--- config.mk ---
export PLATFORM = sky130hd
export DESIGN_NAME = if_fetch_queue
export DESIGN_NICKNAME = d
export VERILOG_FILES = /design/src/rtl/if_pkg.sv /design/src/rtl/fetch_fifo.sv /design/src/rtl/if_fetch_queue.sv
export SDC_FILE = /design/constraint.sdc
export NUM_CORES = 1
export LEC_CHECK = 0
export ABC_AREA = 0
export CAP_MARGIN = 20
export CORE_ASPECT_RATIO = 0.6
export CORE_UTILIZATION = 40
export CTS_CLUSTER_DIAMETER = 150
export DETAILED_ROUTE_END_ITERATION = 6
export MAX_ROUTING_LAYER = met4
export PLACE_DENSITY = 0.73
export SLEW_MARGIN = 25
export SYNTH_ARGS = -nofsm -noshare
export SYNTH_HDL_FRONTEND = slang
export SYNTH_HIERARCHICAL = 1
export SYNTH_SLANG_ARGS = --single-unit
--- constraint.sdc ---
create_clock -name clk -period 14.5 [get_ports clk]
set_input_delay 1.45 -clock clk [delete_from_list [all_inputs] [get_ports clk]]
set_output_delay 1.45 -clock clk [all_outputs]
set_load 0.01 [all_outputs]
--- src/rtl/if_pkg.sv ---
// if_pkg: shared types and defaults for the instruction-fetch queue
package if_pkg;
  localparam int IF_DEPTH = 2;
  localparam int IF_ADDR_W = 32;
  localparam int IF_DATA_W = 32;
  typedef struct packed {
    logic [IF_ADDR_W-1:0] pc;
    logic [IF_DATA_W-1:0] instr;
  } fetch_entry_t;
  typedef enum logic [1:0] {IDLE, WAIT, DROP} fetch_state_e;
endpackage

--- src/rtl/fetch_fifo.sv ---
// fetch_fifo: DEPTH-entry register FIFO of fetch entries with synchronous clear
module fetch_fifo import if_pkg::*; #(
  parameter int DEPTH = IF_DEPTH,
  localparam int AW = $clog2(DEPTH)
) (
  input  logic         clk,
  input  logic         rst,
  input  logic         push,
  input  logic         pop,
  input  logic         clear,
  input  fetch_entry_t din,
  output logic [AW:0]  count,
  output fetch_entry_t head
);
  fetch_entry_t mem [DEPTH];
  logic [AW-1:0] wp, rp;
  always_ff @(posedge clk or posedge rst) begin
    if (rst) begin
      wp <= '0;
      rp <= '0;
      count <= '0;
    end else if (clear) begin
      wp <= '0;
      rp <= '0;
      count <= '0;
    end else begin
      wp <= wp + AW'(push);
      rp <= rp + AW'(pop);
      count <= count + (AW+1)'(push) - (AW+1)'(pop);
    end
  end
  always_ff @(posedge clk) begin
    if (push && !clear) mem[wp] <= din;
  end
  assign head = (count != '0) ? mem[rp] : '0;
endmodule

--- src/rtl/if_fetch_queue.sv ---
// if_fetch_queue: fetch stage with one outstanding IM request and a {pc,instr} queue to decode
// Optional same-cycle response bypass to decode when the queue is empty: define IF_BYPASS_EN.
module if_fetch_queue import if_pkg::*; #(
  parameter int DEPTH = IF_DEPTH,
  parameter int ADDR_W = IF_ADDR_W,
  parameter int DATA_W = IF_DATA_W
) (
  input  logic              clk,
  input  logic              rst,
  input  logic [ADDR_W-1:0] pc_in,
  input  logic              im_read_in,
  output logic              pc_enable_out,
  output logic              im_req,
  output logic [ADDR_W-1:0] im_addr,
  input  logic [DATA_W-1:0] im_rdata,
  input  logic              im_rvalid,
  input  logic              flush,
  output logic              id_valid,
  output logic [ADDR_W-1:0] id_pc,
  output logic [DATA_W-1:0] id_instr,
  input  logic              id_ready
);
  localparam int CW = $clog2(DEPTH) + 1;
  fetch_state_e state;
  logic [ADDR_W-1:0] pc_q;
  logic [CW-1:0] count;
  fetch_entry_t head;
  logic accept, resp, byp, push, pop, nonempty;
  assign nonempty = count != '0;
  assign accept = state == IDLE && im_read_in && !flush && count < CW'(DEPTH);
  assign resp = state == WAIT && im_rvalid && !flush;
`ifdef IF_BYPASS_EN
  assign byp = resp && !nonempty;
`else
  assign byp = 1'b0;
`endif
  assign push = resp && !(byp && id_ready);
  assign pop = nonempty && id_ready && !flush;
  // request outputs are gated combinationally so they read 0 throughout reset
  assign im_req = accept && !rst;
  assign pc_enable_out = accept && !rst;
  assign im_addr = rst ? '0 : pc_in;
  assign id_valid = nonempty || byp;
  assign id_pc = byp ? pc_q : head.pc;
  assign id_instr = byp ? im_rdata : head.instr;
  fetch_fifo #(.DEPTH(DEPTH)) u_fifo (
    .clk(clk),
    .rst(rst),
    .push(push),
    .pop(pop),
    .clear(flush),
    .din('{pc: pc_q, instr: im_rdata}),
    .count(count),
    .head(head)
  );
  always_ff @(posedge clk or posedge rst) begin
    if (rst) begin
      state <= IDLE;
      pc_q <= '0;
    end else begin
      case (state)
        IDLE: if (accept) begin
          state <= WAIT;
          pc_q <= pc_in;
        end
        WAIT: state <= im_rvalid ? IDLE : flush ? DROP : WAIT;
        DROP: state <= im_rvalid ? IDLE : DROP;
        default: state <= IDLE;
      endcase
    end
  end
endmodule

==> results.yml, run 1 <==
run_status:
  status: "complete, no violations"
timing:
  rsz0062_at_grt: "no"
  layout_min_cycle_time_ns: 5.19
  hold_viol_final: 0
  fin_tns_setup_ns: 0
  final-max-slew-violation-count: 0
  fmax_mhz: 193
  finalCritPeriodShare: 0.358
  holdWs_ns: 0.478
  setup_viol: 0
  worstMarginPinSlew_ns: 0.958
  relSlewSlack: 0.361
  fin_worst_skew_ns: 0.00929
clocking:
  tritoncts: "done"
  htreeDepth: 4
  cts_resized: 0
  holdBufCountCts: 0
  worstSkewPairLatency_ns: 0.41
  numCtsBuffers: 17
  clock-sinks: 166
  clkTransAtPathRegs_ns: 0.06
  cts_buffer_depth: 2
  cts_root_buf: "clkbuf_16"
  postCtsSetupBuffers: 0
grt:
  grt_first_pass_wirelength_mm: 21.1
  antenna_found_initial: 0
  grt.total_usage: 0.168
  grt_max_degree: 65
  met3_usage: 0.0434
  top_usage_layer: "met2"
  grt_use_met1: 0.221
  overflow: 0
  grtUsageMet2: 0.256
  grt_pass1_vias: 3932
yosys:
  synth_top_cell_by_area: "edfxtp_1"
  yosysUniqueCellTypes: 26
  ys_seq_elements: 166
  syn_area_per_cell_um2: 16.6
  synth-edff-count: 128
  synth_nets: 479
  yosys.area_share.xor_xnor: 0.00594
  synth_flop_cell: "edfxtp_1"
  synth.most_common_cell: "edfxtp_1"
  synth_cells: 407
  yosysWarnings: 6
  async_flop_share: 0.229
  synth_top_area_share: 0.570
  synth-compound-area-share: 0.00111
  synth_top_family_by_area: "multiplexers"
  synthAdderAreaFrac: 0.00371
  synth_simple_gate_area_share: 0.0786
  synth-seq-area-share: 0.712
  synth_area_um2: 6740
  synthTopCellsByCount: "edfxtp_1 (128), nor2_1 (70), mux2i_1 (64)"
  muxShareOfSynthArea: 0.166
  synth_area_leaders: "edfxtp_1 (57%), dfrtp_1 (14%), mux2i_1 (9.5%)"
routing:
  drc: 0
  vias: 3855
  drt_iter0_markers: 194
  via_per_inst: 4.70
  wire_per_inst_um: 16.6
  wl_mm: 13.7
  final_antenna_net_count: 0
  drtPass1Iterations: 6
final_layout:
  fillCellCount: 1332
  diodes: 0
  nets: 652
  syn_to_final_growth_pct: 35.8
  drive_above_1_share: 0.125
worst_setup_path:
  cp.arrival_ns: 3.74
  start_kind: "primary input"
  critPathCaptureType: "primary output"
  worstPathRequired_ns: 13.05
  cp_max_fo: 34
  path_class: "in2out"
place:
  dp_hpwl_mm: 8.35
  io_buffers: 168
  routabilityCongestion: 0.710
run:
  maxCapViolations: 0
power:
  power_density_nw_per_um2: 127
  peakVddDrop_v: 0.0000633
  power_leakage_nw: 3.14
die:
  rows: 36
  dieArea_um2: 17400
  initial_utilization: 0.412
  ios: 169
  coreArea_um2: 16400
  die_h_um: 103
  die_x_um: 170
min_path:
  hp-class: "reg2reg"
worst paths after layout:
check	start	slack, ns	cells after the start	to
worst max-delay path	flush	9.31	6	pc_enable_out
worst min-delay path	pc_q[5]$_DFFE_PP0P_	0.48	0	u_fifo/mem[1][37]$_DFFE_PP_
worst max register to register	state[1]$_DFFE_PP0P_	12.30	5	u_fifo/mem[0][44]$_DFFE_PP_
worst min register to register	pc_q[5]$_DFFE_PP0P_	0.48	0	u_fifo/mem[1][37]$_DFFE_PP_
max in group asynchronous	rst	12.38	4	pc_q[8]$_DFFE_PP0P_
min in group asynchronous	rst	1.52	3	u_fifo/count[1]$_DFF_PP0_
cells by family (layout without fill, tap and decap cells):
logic type | Yosys count | count (layout)
flops | 166 | 166
simple gates | 113 | 113
mux | 97 | 97
buf+inv | 25 | 211
xor+xnor | 3 | 3
fa+ha+maj | 2 | 2
compound gates | 1 | 1
flip-flops by register name, indices dropped and copies added, names as in the netlist:
register / flops
u_fifo/rp: 1
state: 2
u_fifo/count: 2
u_fifo/wp: 1
u_fifo/mem: 128
pc_q: 32
through the flow:
stage | setup WS [ns] | instance area [um^2] | util | total power, mW | std cells
after floorplan | 7.40 | 6740 | - | 0.659 | 407
after global placement | 9.35 | 8570 | 0.524 | 0.723 | 789
after detailed placement | 9.30 | 8570 | 0.524 | 0.729 | 789
after CTS | 9.29 | 9150 | 0.559 | 1.17 | 821
after global routing | 9.14 | 9150 | 0.559 | 1.20 | 821
final | 9.31 | 9150 | 0.559 | 1.16 | 821
critical path: stages:
cell and delay (ns):
clkdlybuf4s50_1 0.56, nor2_1 0.22, and3_2 0.19, buf_4 0.52
and2_1 0.24, clkdlybuf4s50_1 0.54
placed cells by master, fill, tap and decap left out, drive strengths merged:
cell           count
and3b              1
mux2i             64
clkinv             6
nor2              71
nor3               1
inv                7
nor3b              1
bufinv             2
clkbuf            19
clkdlybuf4s50    168
or2                1
and2               1
nor2b             33
mux2              33
o21bai             1
xnor2              2
buf                7
nand2              2
ha                 2
xnor3              1
edfxtp           128
and3               2
clkinvlp           2
dfrtp             38
where the power goes:
group	leakage, nW	internal (mW)	total [mW]	switching, mW
sequential	1.61	0.554	0.576	0.0220
clock	0.276	0.256	0.441	0.184
combinational	1.26	0.0881	0.143	0.0552
total	3.14	0.898	1.16	0.262
cell type report:
class / instances / area (um^2) / area share
Tap cell: 228 / 285 / 0.0312
Sequential cell: 166 / 4800 / 0.525
Timing Repair Buffer: 175 / 1730 / 0.190
Clock buffer: 19 / 433 / 0.0473
Multi-Input combinational cell: 216 / 1740 / 0.190
Clock inverter: 13 / 146 / 0.0160
Inverter: 4 / 15.0 / 0.00164
metal layers:
metal | part of all wire | vias to the layer above | wire length (um)
met4 | 0.011 | 0 | 144
met1 | 0.49 | 1903 | 6630
met2 | 0.45 | 119 | 6140
met5 | 0 | - | 0
met3 | 0.055 | 13 | 752
li1 | - | 1820 | -
(Power assumes the default switching activity.)
==> run 2: changes to the inputs <==
Settings changed: PLACE_DENSITY 0.73 to 0.76.
Clock period 14.5 ns to 4.7 ns, I/O delays scaled along.
==> run 2 against run 1 <==
Effect of this change:
- power rose to 3.1 times the previous value
- critical path depth fell by 2
- clock skew shrank 0.0021 ns
- register-to-register slack worse by 9.8 ns
- flip-flop and latch count did not move
- first-iteration DRC count grew 41%
- combinational power grew to 3.1 times the previous value
- clock power grew to 3.2 times the previous value
- cell area grew 0.77%
- worst hold slack lost 0.0039 ns
- core utilization is 0.43 points higher
- critical endpoint is now id_instr[1]
- largest power group unchanged
==> results.yml, run 2 (synthesis results as in run 1) <==
timing:
  relSlewSlack: 0.405
  layout_min_cycle_time_ns: 3.03
  worstMarginPinSlew_ns: 0.892
  rsz0062_at_grt: "no"
  final-max-slew-violation-count: 0
  fmax_mhz: 330
  holdWs_ns: 0.474
  setup_viol: 0
  hold_viol_final: 0
  fin_tns_setup_ns: 0
  fin_worst_skew_ns: 0.00721
  fin_ws_ns: 1.67
  finalCritPeriodShare: 0.644
final_layout:
  nets: 652
  largest_reg_flops: 128
  layout_commonest_cell: "clkdlybuf4s50_1"
  syn_to_final_growth_pct: 36.8
  diodes: 0
  mostFrequentLayoutCells: "clkdlybuf4s50_1 (168), edfxtp_1 (128), nor2_1 (70)"
  final_cells: 821
  reg_top3: "u_fifo/mem (128), pc_q (32)"
  stdcell_area_um2: 9220
  post-route-util: 0.564
  drive_above_1_share: 0.130
  largest_register: "u_fifo/mem"
clocking:
  numCtsBuffers: 17
  htreeDepth: 4
  cts_buffer_depth: 2
  tritoncts: "done"
  holdBufCountCts: 0
  clkTransAtPathRegs_ns: 0.06
  cts_root_buf: "clkbuf_16"
  clock-sinks: 166
  postCtsSetupBuffers: 0
  cts_resized: 0
  worstSkewPairLatency_ns: 0.41
worst_setup_path:
  worstPathRequired_ns: 4.23
  path_class: "reg2out"
  cp.arrival_ns: 2.56
  start_kind: "flip-flop"
  critPathCaptureType: "primary output"
  cp_max_fo: 39
grt:
  grt.total_usage: 0.163
  grt_max_degree: 65
  met3_usage: 0.0415
  overflow: 0
  top_usage_layer: "met2"
  grtUsageMet2: 0.241
  antenna_found_initial: 0
  grt_first_pass_wirelength_mm: 20.2
  grt_pass1_vias: 3758
  grt_use_met1: 0.223
routing:
  drt_iter0_markers: 273
  vias: 3778
  via_per_inst: 4.60
  wl_mm: 13.3
  wire_per_inst_um: 16.1
  final_antenna_net_count: 0
  drtPass1Iterations: 4
  drc: 0
die:
  die_h_um: 103
  die_x_um: 170
  dieArea_um2: 17400
  ios: 169
  rows: 36
  initial_utilization: 0.412
  coreArea_um2: 16400
place:
  placed_cells: 789
  dp_hpwl_mm: 8.77
  place_worst_setup_slack_ns: 1.72
  io_buffers: 168
  routabilityCongestion: 0.803
  place_area_um2: 8600
power:
  design_power_total_mw: 3.64
  power_leakage_nw: 3.18
  peakVddDrop_v: 0.000177
  power_density_nw_per_um2: 395
run_status:
  status: "complete, no violations"
run:
  maxCapViolations: 0
min_path:
  hp-class: "reg2reg"
==> run 2: cell count changes in the layout (fill, tap and decap cells not counted), sizes merged <==
cell      change
clkbuf        -2
clkinvlp      +1
clkinv        -4
inv           +4
bufinv        +1
==> run 2: path summary, 6_finish.rpt <==
| path | startpoint | to | slack (ns) | cells after the start |
|---|---|---|---|---|
| max | u_fifo/count[1]$_DFF_PP0_ | id_instr[1] | 1.67 | 4 |
| min | pc_q[9]$_DFFE_PP0P_ | u_fifo/mem[0][41]$_DFFE_PP_ | 0.47 | 0 |
| max reg2reg | state[1]$_DFFE_PP0P_ | u_fifo/mem[1][57]$_DFFE_PP_ | 2.55 | 5 |
| min reg2reg | pc_q[9]$_DFFE_PP0P_ | u_fifo/mem[0][41]$_DFFE_PP_ | 0.47 | 0 |
| max in group asynchronous | rst | pc_q[15]$_DFFE_PP0P_ | 3.57 | 4 |
| min in group asynchronous | rst | u_fifo/rp$_DFF_PP0_ | 0.55 | 3 |
==> run 2: critical path, cell delays in order (launching register included) <==
cell             delay (ns)
dfrtp_1                0.44
nor2_4                 0.57
buf_4                  0.48
nor2_1                 0.13
clkdlybuf4s50_1        0.50
==> run 2: layout make-up <==
class | instances | area (um^2)
inverter | 4 | 15.0
clock buffer | 17 | 425
fill | 1340 | 7130
multi-input combinational | 216 | 1750
clock inverter | 15 | 191
tap | 228 | 285
timing repair buffer | 175 | 1750
sequential | 166 | 4800
==> run 2: layer usage <==
| layer | vias to the layer above | wire length (um) |
|---|---|---|
| met1 | 1824 | 6490 |
| met3 | 11 | 784 |
| met2 | 141 | 5870 |
| li1 | 1802 | - |
| met4 | 0 | 103 |
| met5 | - | 0 |
==> run 2: report_power, final <==
group / internal [mW] / switching (mW)
clock network: 0.851 / 0.575
registers: 1.71 / 0.0667
logic: 0.273 / 0.170
